==> src/rtl/mdu_pkg.sv <==
// Shared definitions for the iterative multiply/divide unit.
package mdu_pkg;

  localparam int unsigned MDU_WIDTH = 32;

  // Operation encodings as issued by the main decoder
  localparam logic [1:0] MDU_MULT  = 2'b00;
  localparam logic [1:0] MDU_MULTU = 2'b01;
  localparam logic [1:0] MDU_DIV   = 2'b10;
  localparam logic [1:0] MDU_DIVU  = 2'b11;

  typedef enum logic [1:0] {
    IDLE  = 2'b00,
    SETUP = 2'b01,
    RUN   = 2'b10,
    FIXUP = 2'b11
  } mdu_state_e;

  // Divide ops have the high encoding bit set
  function automatic logic mdu_is_div(input logic [1:0] op);
    return op[1];
  endfunction

  // Signed ops have the low encoding bit clear
  function automatic logic mdu_is_signed(input logic [1:0] op);
    return ~op[0];
  endfunction

endpackage

==> src/rtl/mult_div_unit.sv <==
// Iterative MULT/MULTU/DIV/DIVU unit holding the architectural HI/LO pair.
// One multiplier/quotient bit is produced per RUN cycle; sign handling is
// done on magnitudes, with negation applied as the result is written.
module mult_div_unit
  import mdu_pkg::*;
#(
  parameter int unsigned WIDTH = MDU_WIDTH
) (
  input  logic             clk,
  input  logic             reset_n,
  input  logic             start,
  input  logic [1:0]       op,
  input  logic [WIDTH-1:0] operand_a,
  input  logic [WIDTH-1:0] operand_b,
  input  logic             wr_hi,
  input  logic             wr_lo,
  input  logic [WIDTH-1:0] wr_data,
  output logic             busy,
  output logic             done,
  output logic [WIDTH-1:0] hi,
  output logic [WIDTH-1:0] lo
);

  localparam int unsigned CNT_W = (WIDTH > 1) ? $clog2(WIDTH) : 1;

  mdu_state_e       state;
  logic [1:0]       op_q;
  logic [WIDTH-1:0] a_q;
  logic [WIDTH-1:0] b_q;
  logic             div_zero;
  logic             sign_res;
  logic             sign_rem;
  logic [WIDTH-1:0] m_q;      // multiplicand or divisor magnitude
  logic [WIDTH-1:0] acc_hi;   // product high half or partial remainder
  logic [WIDTH-1:0] acc_lo;   // multiplier/product low half or dividend/quotient
  logic [CNT_W-1:0] cnt;

  logic [WIDTH-1:0] a_abs;
  logic [WIDTH-1:0] b_abs;
  logic [WIDTH:0]   mul_sum;
  logic [WIDTH:0]   div_shift;
  logic [WIDTH:0]   div_diff;
  logic [WIDTH-1:0] step_hi;
  logic [WIDTH-1:0] step_lo;
  logic [2*WIDTH-1:0] prod;
  logic [2*WIDTH-1:0] prod_fix;
  logic [WIDTH-1:0] fix_hi;
  logic [WIDTH-1:0] fix_lo;

  // Operand magnitudes for signed ops; MIN_INT wraps to itself, which is the
  // correct unsigned magnitude 2^(WIDTH-1)
  always_comb begin
    a_abs = a_q;
    b_abs = b_q;
    if (mdu_is_signed(op_q) && a_q[WIDTH-1]) a_abs = WIDTH'(-a_q);
    if (mdu_is_signed(op_q) && b_q[WIDTH-1]) b_abs = WIDTH'(-b_q);
  end

  // One shift-add or restoring-divide iteration
  always_comb begin
    mul_sum   = {1'b0, acc_hi} + (acc_lo[0] ? {1'b0, m_q} : '0);
    div_shift = {acc_hi, acc_lo[WIDTH-1]};
    div_diff  = div_shift - {1'b0, m_q};
    step_hi   = acc_hi;
    step_lo   = acc_lo;
    if (mdu_is_div(op_q)) begin
      if (!div_diff[WIDTH]) begin
        step_hi = div_diff[WIDTH-1:0];
        step_lo = {acc_lo[WIDTH-2:0], 1'b1};
      end else begin
        step_hi = div_shift[WIDTH-1:0];
        step_lo = {acc_lo[WIDTH-2:0], 1'b0};
      end
    end else begin
      step_hi = mul_sum[WIDTH:1];
      step_lo = {mul_sum[0], acc_lo[WIDTH-1:1]};
    end
  end

  // Sign fixup on the final iteration's result, written to HI/LO on exit from RUN
  always_comb begin
    prod     = {step_hi, step_lo};
    prod_fix = sign_res ? (2*WIDTH)'(-prod) : prod;
    fix_hi   = prod_fix[2*WIDTH-1:WIDTH];
    fix_lo   = prod_fix[WIDTH-1:0];
    if (mdu_is_div(op_q)) begin
      if (div_zero) begin
        fix_lo = '1;
        fix_hi = a_q;
      end else begin
        fix_lo = sign_res ? WIDTH'(-step_lo) : step_lo;
        fix_hi = sign_rem ? WIDTH'(-step_hi) : step_hi;
      end
    end
  end

  // Control FSM, iteration datapath and architectural HI/LO registers
  always_ff @(posedge clk or negedge reset_n) begin
    if (!reset_n) begin
      state    <= IDLE;
      op_q     <= '0;
      a_q      <= '0;
      b_q      <= '0;
      div_zero <= 1'b0;
      sign_res <= 1'b0;
      sign_rem <= 1'b0;
      m_q      <= '0;
      acc_hi   <= '0;
      acc_lo   <= '0;
      cnt      <= '0;
      busy     <= 1'b0;
      done     <= 1'b0;
      hi       <= '0;
      lo       <= '0;
    end else begin
      done <= 1'b0;
      case (state)
        // FIXUP is the done cycle; busy is already low, so it accepts work like IDLE
        IDLE, FIXUP: begin
          state <= IDLE;
          if (start) begin
            op_q     <= op;
            a_q      <= operand_a;
            b_q      <= operand_b;
            div_zero <= (operand_b == '0);
            busy     <= 1'b1;
            state    <= SETUP;
          end else begin
            if (wr_hi) hi <= wr_data;
            if (wr_lo) lo <= wr_data;
          end
        end
        SETUP: begin
          sign_res <= mdu_is_signed(op_q) & (a_q[WIDTH-1] ^ b_q[WIDTH-1]);
          sign_rem <= mdu_is_signed(op_q) & a_q[WIDTH-1];
          m_q      <= mdu_is_div(op_q) ? b_abs : a_abs;
          acc_lo   <= mdu_is_div(op_q) ? a_abs : b_abs;
          acc_hi   <= '0;
          cnt      <= '0;
          state    <= RUN;
        end
        RUN: begin
          acc_hi <= step_hi;
          acc_lo <= step_lo;
          cnt    <= cnt + 1'b1;
          if (cnt == CNT_W'(WIDTH - 1)) begin
            hi    <= fix_hi;
            lo    <= fix_lo;
            done  <= 1'b1;
            busy  <= 1'b0;
            state <= FIXUP;
          end
        end
        default: state <= IDLE;
      endcase
    end
  end

endmodule

==> config.mk <==
export PLATFORM = sky130hd
export DESIGN_NAME = mult_div_unit
export DESIGN_NICKNAME = d
export VERILOG_FILES = /design/src/rtl/mdu_pkg.sv /design/src/rtl/mult_div_unit.sv
export SDC_FILE = /design/constraint.sdc
export NUM_CORES = 1
export LEC_CHECK = 0
export ABC_AREA = 1
export BUFFER_PORTS_ARGS = -buffer_cell sky130_fd_sc_hd__buf_2
export CAP_MARGIN = 30
export CELL_PAD_IN_SITES_DETAIL_PLACEMENT = 0
export CELL_PAD_IN_SITES_GLOBAL_PLACEMENT = 1
export CORE_MARGIN = 3
export CORE_UTILIZATION = 43
export CTS_CLUSTER_DIAMETER = 30
export DETAILED_ROUTE_END_ITERATION = 7
export GPL_ROUTABILITY_DRIVEN = 0
export MAX_ROUTING_LAYER = met4
export PLACE_DENSITY_LB_ADDON = 0.1
export SYNTH_ARGS = -nofsm -noshare
export SYNTH_HDL_FRONTEND = slang
export SYNTH_SLANG_ARGS = --single-unit
export TNS_END_PERCENT = 30
==> constraint.sdc <==
create_clock -name clk -period 5.4 [get_ports clk]
set_clock_uncertainty 0.2 [all_clocks]
set_input_delay 0.54 -clock clk [delete_from_list [all_inputs] [get_ports clk]]
set_output_delay 0.54 -clock clk [all_outputs]
set_load 0.01 [all_outputs]
* Yosys cells after proc, flatten, opt, wreduce, memory -nomap -nowiden
Index checks and enable logic that the tools add are counted.
Storage, ports and cells: input bits 103, flip-flop bits (word level) 238
Operators by class: equality and inequality tests 9, multiplexer cells 35, bitwise gates (word level) 4, $add $sub $neg 8, reductions and logical operators 11
Operator list (count):
- $mux W32 | 20
- $pmux W32 S2 | 4
- $neg A32 Y32 | 4
- $mux W64 | 1
- $neg A64 Y64 | 1
- $add A32 B32 Y33 | 1
- $sub A33 B32 Y33 | 1
- $logic_not A32 Y1 | 1
- $ne A2 B2 Y1 const B | 5
- $pmux W5 S2 | 1
- $reduce_and A4 Y1 | 2
- $mux W1 | 6
- $pmux W2 S3 | 1
- $add A5 B1 Y5 const B | 1
- $eq A5 B5 Y1 const B | 1
- $eq A2 B2 Y1 const B | 2
- $reduce_bool A2 Y1 | 2
- $reduce_and A3 Y1 | 1
- $and A1 B1 Y1 | 2
- $eq A2 B1 Y1 const B | 1
- $logic_and A1 B1 Y1 | 2
- $logic_not A2 Y1 | 1
- $mux W2 | 1
- $pmux W1 S2 | 1
- 4 further kinds | 4

* Logic depth before layout (Yosys ltp)
Gate-level depths: netlist of the first run.
depth after elaboration 9, gate-level depth with buffers 37, mapped depth without buffers 36

* Worst setup path before layout of the first run
No wires, ideal clock.
path type reg-to-reg, from register acc_lo[31], to register hi[16], path buffers 1, setup slack 1.105 ns, data arrival time 4.018 ns, cell stages (with the launch flop) 37, library setup time 0.077 ns, period minus slack after synthesis 4.295 ns, cell sequence dfrtp_1 > inv_1 > ha_1 > inv_1 > fa_1 > nand2_1 > nand2_1 > nand3_2 > nand2_2 > nand2_2 > nand2_4 > nand2_4 > nand2_4 > nand2_2 > nand2_4 > buf_6 > a21boi_4 > ha_1 > inv_1 > nor2_1 > nand2_1 > nor2_2 > nand2_1 > nor2_2 > nand3_1 > inv_1 > nand4_2 > nand2b_1 > nor2_1 > inv_2 > o21ai_2 > nand2_1 > nand2_1 > nand3_1 > nand2_1 > nand2_1 > a21oi_1
Between the ends: word-level cells in the longest chain between the ends 9
RTL lines:
- start: declaration | RTL line mult_div_unit.sv:35 | logic [WIDTH-1:0] acc_lo;
- start signal: assignment | RTL line mult_div_unit.sv:137 | acc_lo <= mdu_is_div(op_q) ? a_abs : b_abs;
- start signal: assignment | RTL line mult_div_unit.sv:144 | acc_lo <= step_lo;
- $sub A33 B32 Y33 | RTL line mult_div_unit.sv:63 | div_diff = div_shift - {1'b0, m_q};
- $mux W32 | RTL line mult_div_unit.sv:67 | if (!div_diff[WIDTH]) begin
- $mux W32 | RTL line mult_div_unit.sv:66 | if (mdu_is_div(op_q)) begin
- $neg A32 Y32 | RTL line mult_div_unit.sv:92 | fix_hi = sign_rem ? WIDTH'(-step_hi) : step_hi;
- $mux W32 | RTL line mult_div_unit.sv:92
- $mux W32 | RTL line mult_div_unit.sv:87 | if (div_zero) begin
- $mux W32 (*) | RTL line mult_div_unit.sv:86 | if (mdu_is_div(op_q)) begin
- $mux W32 (*) | RTL line mult_div_unit.sv:146 | if (cnt == CNT_W'(WIDTH - 1)) begin
- $pmux W32 S2 (*) | RTL line mult_div_unit.sv:117 | case (state)
- end signal: assignment | RTL line mult_div_unit.sv:129 | if (wr_hi) hi <= wr_data;
- end signal: assignment | RTL line mult_div_unit.sv:147 | hi <= fix_hi;
- end: declaration | RTL line mult_div_unit.sv:20 | output logic [WIDTH-1:0] hi,
Every way passes the cells marked *; elsewhere a longest branch is shown, timed or not. The select of a mux whose other input is x is not followed. A chain may end at the register's enable or synchronous reset.

* Worst setup path after layout of the first run
Same ends and word-level chain as after synthesis.

==> metrics.cfg, run 1 <==
[synthesis]
synth_top_area_share_pct=27.8
ys_seq_area_share_pct=27.8
synth_seq_cells=238
syn_nets=3681
ys_top_cells_by_area=dfrtp_1, nand2_1, inv_1, nor2_1, o21ai_0
synthArstFlopShare_pct=100
post-synth-top-count-cell=nand2_1
synth_ff_type=dfrtp_1
synth_cells=3504
yosysWarnings=0
syn_area_um2=21400
synth.distinct_cells=52
synth_common_cells=nand2_1, inv_1, nor2_1, o21ai_0, nand3_1
synth.avg_cell_area_um2=6.11
yosysTopAreaCell=dfrtp_1
synth_edf_count=0

[cts]
cts_tree=built
clk-insertion-delay-late_ps=610
postCtsSetupBuffers=0
cts.sink_count=238
cts_max_level=3
clockBufferDepth=3
clock-root-buffer=clkbuf_16
clk_pin_slew_ps=40
numCtsBuffers=72

[route]
vias=24700
drt_first_pass_iters=7
drt_iter0_markers=2857
ant_nets=0
detail_route.wl_per_cell_um=21.0
vias_per_cell=5.57
routed_wl_um=93100
drc=0

[placed_design]
hpwlAfterDp_um=72700
dpl.cell_count=4232
port_buffers=168

[critical_path]
crit_fanout=11
slowest_stage=fa_1
cp_slowest_stage_delay_ps=410
worstPathRequired_ps=5730
cp.arrival_ps=5280
cp_common_cell=nand2_1
endpoint_kind=flip-flop
startpoint_type=flip-flop
path_class=reg -> reg

[cells_and_area]
layout.nets=3888
fill_cells=5089
final-seq-area_um2=5960
multi_input_area_um2=13300
final_cells=4437
syn_to_final_growth_pct=22.1
drive_above_1_share_pct=12.2

[min_path]
hold_class=in -> reg

[floorplan]
fp.coreArea_um2=49100
io_pins=169
std_cell_rows=81
die-width_um=229
die_h_um=229
die_area_um2=52500
initial_core_util_pct=43.7

[timing]
max-slew-margin-rel_pct=33.4
tns_ps=0
min_period_over_period_pct=91.7
fmax_ghz=0.202
setup_violations=0
worst_pin_slew_ps=997
hold_viol=0
rsz0062_at_grt=no
finalMaxSlewViolations=0
fin_crit_ps=4950

[global_routing]
grt_pass1_vias=23400
grt_pass1_wl_um=141000
overflow=0
grt_usage_pct=35.8
grt_max_degree=98
antenna_found_initial=7

[status]
status=complete, no violations

[job]
drv_cap=0

## state kept, by name, indices dropped and copies added, names as in the netlist, 5 cells and up
register / cells
acc_hi: 32
cnt: 5
a_q: 32
lo: 32
b_q: 32
hi: 32
acc_lo: 32
m_q: 32
## final timing paths
check                                   start          to  slack [ps]  cells past startpoint
worst max register to register     acc_lo[31]      hi[16]         450                     35
worst min-delay path            operand_b[17]     b_q[17]          20                      3
max in group asynchronous             reset_n  acc_lo[14]        3550                      3
worst min register to register         cnt[4]      cnt[4]         290                      2
worst max-delay path               acc_lo[31]      hi[16]         450                     35
min in group asynchronous             reset_n     m_q[26]         360                      2
## placed cells by master (no fill, tap or decap), types with 11 or more instances in the layout
cell type      instances
or2_2                 15
o22ai_1               38
clkbuf_16             73
buf_4                 38
nand4_1               27
ha_1                  70
nand2_1             1104
a31oi_1               42
bufinv_16             11
nor2_1               375
dfrtp_1              236
o21ai_1               13
o21ai_0              270
inv_1                404
a21oi_1              173
o211ai_1              15
buf_2                167
inv_2                 13
xor2_1                71
nand3b_1              16
xnor2_1               16
nor2_2                18
nor3_1                39
clkinv_2              15
nand2_2               34
dlygate4sd3_1         69
nand3_1              258
o221ai_1              27
clkbuf_8              13
## timing repair
action	4_1_cts	5_1_grt
resized for setup	0	9
hold buffers	69	0
hold endpoints to repair	162	0
endpoints found under the setup margin	0	12
## metrics by stage
stage	util, %	instance area (um2)	hold WS, ps	setup slack [ps]
final	53.3	26200	17.2	447
after global placement	46.4	22800	270	492
after CTS	53.2	26100	2.56	294
after floorplan	-	21400	44.4	1100
after detailed placement	46.4	22800	281	317
after global routing	53.3	26100	13.2	6.93
## cell type report
class                      instances  share of cell area [%]
timing repair buffer             276                    7.06
clock inverter                    43                    2.38
multi-input combinational       2700                    50.7
sequential                       238                    22.8
tap                              664                    3.18
antenna                            3                  0.0287
clock buffer                      90                    7.73
inverter                         423                    6.08
## cells by family (layout without fill, tap and decap cells)
family                   count (synthesis)  in the layout  synth area share (%)
AO/OA/AOI/OAI                          607            607                  15.8
XOR/XNOR                                87             87                  3.56
adder cells (fa/ha/maj)                 74             74                  4.39
buffers and inverters                  566            832                  10.5
flip-flops                             238            238                  27.8
other                                    0              3                     0
AND/OR/NAND/NOR                       1932           1932                  38.0
## metal layers
layer / wire, um / GRT usage [%] / vias to the layer above
met2: 41000 / 53.7 / 1126
met4: 5230 / 17.7 / 0
met1: 39400 / 47.0 / 11600
met3: 7520 / 5.95 / 264
li1: - / - / 11800
met5: 0 / - / -
## worst max-delay path, delay by kind of cell (launching register included)
family                   cells  cell delay (ps)
AO/OA/AOI/OAI                3              510
adder cells (fa/ha/maj)      3              740
buffers and inverters        5              380
AND/OR/NAND/NOR             24             2640
flip-flops                   1              390
Power of run 1 is left out: the tool's default activity adds up to more than one toggle a clock period on the data nets, which glitch-free logic cannot reach.
==> inputs of run 2 (changes only) <==
CORE_UTILIZATION = 45   (was 43)
clock period = 5.9 ns   (was 5.4 ns; I/O delays follow)
==> run 2 against run 1 <==
Effect of this change:
- register-to-register slack improved by 250 ps
- setup slack improved by 250 ps
- worst hold slack about the same
- design area decreased by 2.3%
- sequential share of layout area increased by 0.53 points
- die area decreased by 4.3%
- via count increased by 0.29%
- critical path depth decreased by 2
- maximum frequency decreased by 4.8%
==> metrics.cfg, run 2 (synthesis results as in run 1) <==
[route]
detail_route.wl_per_cell_um=21.4
vias=24800
vias_per_cell=5.73
drc=0
drt_first_pass_iters=8
drt_iter0_markers=2744
ant_nets=0
routed_wl_um=92400

[cts]
holdBufCountCts=29
clk-insertion-delay-late_ps=620
postCtsSetupBuffers=0
numCtsBuffers=72
clock-root-buffer=clkbuf_16
cts_tree=built
cts.sink_count=238
clockBufferDepth=3
post_cts_resized=0
cts_max_level=3
clk_pin_slew_ps=40

[timing]
fmax_ghz=0.192
whs_ps=17.2
worst_pin_slew_ps=1070
fin_crit_ps=5200
finalMaxSlewViolations=0
max-slew-margin-rel_pct=28.2
setup_violations=0
hold_viol=0
rsz0062_at_grt=no
tns_ps=0
min_period_over_period_pct=88.2

[critical_path]
path_class=reg -> reg
startpoint_type=flip-flop
endpoint_kind=flip-flop
slowest_stage=fa_1
worstPathRequired_ps=6210
crit_family=simple AND/OR/NAND/NOR gates
cp_common_cell=nand2_1
crit_buf_inv=5
cp_slowest_stage_delay_ps=410
crit_fanout=11
cp.arrival_ps=5510

[global_routing]
overflow=0
antenna_found_initial=2
grt_usage_pct=37.1
grt_pass1_wl_um=138000
grt_pass1_vias=23200
grt_max_degree=110

[status]
status=complete, no violations

[cells_and_area]
multi_input_area_um2=13200
final-seq-area_um2=5960
layout_commonest_cell=nand2_1
layout.nets=3841
syn_to_final_growth_pct=19.3
final_cell_mix=nand2_1, inv_1, nor2_1, o21ai_0, nand3_1
drive_above_1_share_pct=11.8
fill_cells=4730
final_cells=4327

[floorplan]
initial_core_util_pct=45.8
die-width_um=224
io_pins=169
die_h_um=224
die_area_um2=50200
fp.coreArea_um2=46800
std_cell_rows=79

[placed_design]
port_buffers=168
dpl.cell_count=4168
hpwlAfterDp_um=71600

[job]
drv_cap=0

[min_path]
hold_class=in -> reg

[run 2: cell count changes in the layout (fill, tap and decap cells not counted), moves of 2 or more]
cell,previous run,this run
dlygate4sd3_1,69,29
buf_4,38,30
clkbuf_1,4,9
clkinv_16,1,4
clkinv_2,15,12
inv_16,4,1
inv_6,3,0
clkinv_4,4,2
diode_2,3,1
nand3_1,258,260
nand3_2,8,6
nor2_1,375,377
nor2_4,9,7
[run 2: layout make-up]
class,instances,share of cell area [%]
Antenna cell,1,0.00979
Clock buffer,94,7.88
Clock inverter,35,2.27
Inverter,423,6.22
Multi-Input combinational cell,2700,51.8
Sequential cell,238,23.3
Tap cell,607,2.97
Timing Repair Buffer,229,5.53
[run 2: worst register-to-register path, delay by kind of cell (launching register included)]
| kind | cells | cell delay, ps |
|---|---|---|
| AND/OR/NAND/NOR | 20 | 2700 |
| adder cells (fa/ha/maj) | 3 | 730 |
| AO/OA/AOI/OAI | 5 | 670 |
| flip-flops | 1 | 390 |
| buffers and inverters | 5 | 390 |
[run 2: worst paths after layout]
path / start / end / slack, ps / cells past startpoint
worst max-delay path: acc_lo[31] / hi[0] / 700 / 33
worst min-delay path: operand_b[6] / b_q[6] / 20 / 3
worst max register to register: acc_lo[31] / hi[0] / 700 / 33
worst min register to register: acc_lo[3] / acc_lo[3] / 290 / 2
max in group asynchronous: reset_n / op_q[1] / 3720 / 3
min in group asynchronous: reset_n / m_q[26] / 410 / 2
[run 2: metal layers]
layer  vias up  global-route usage (%)  wire length [um]
met4         0                    19.0              5480
met2      1249                    54.8             40200
met1     11600                    48.7             38400
met5         -                       -                 0
met3       253                    6.72              8290
li1      11600                       -                 -
[run 2: metrics by stage]
step           utilization (%)  setup WS, ps  cell area (um2)
2_1_floorplan                -          1600            21400
3_3_place_gp              48.4           988            22600
3_5_place_dp              48.5           858            22700
4_1_cts                   54.6           821            25600
5_1_grt                   54.7           203            25600
6_report                  54.7           695            25600
Power of run 2 is left out for the same reason.
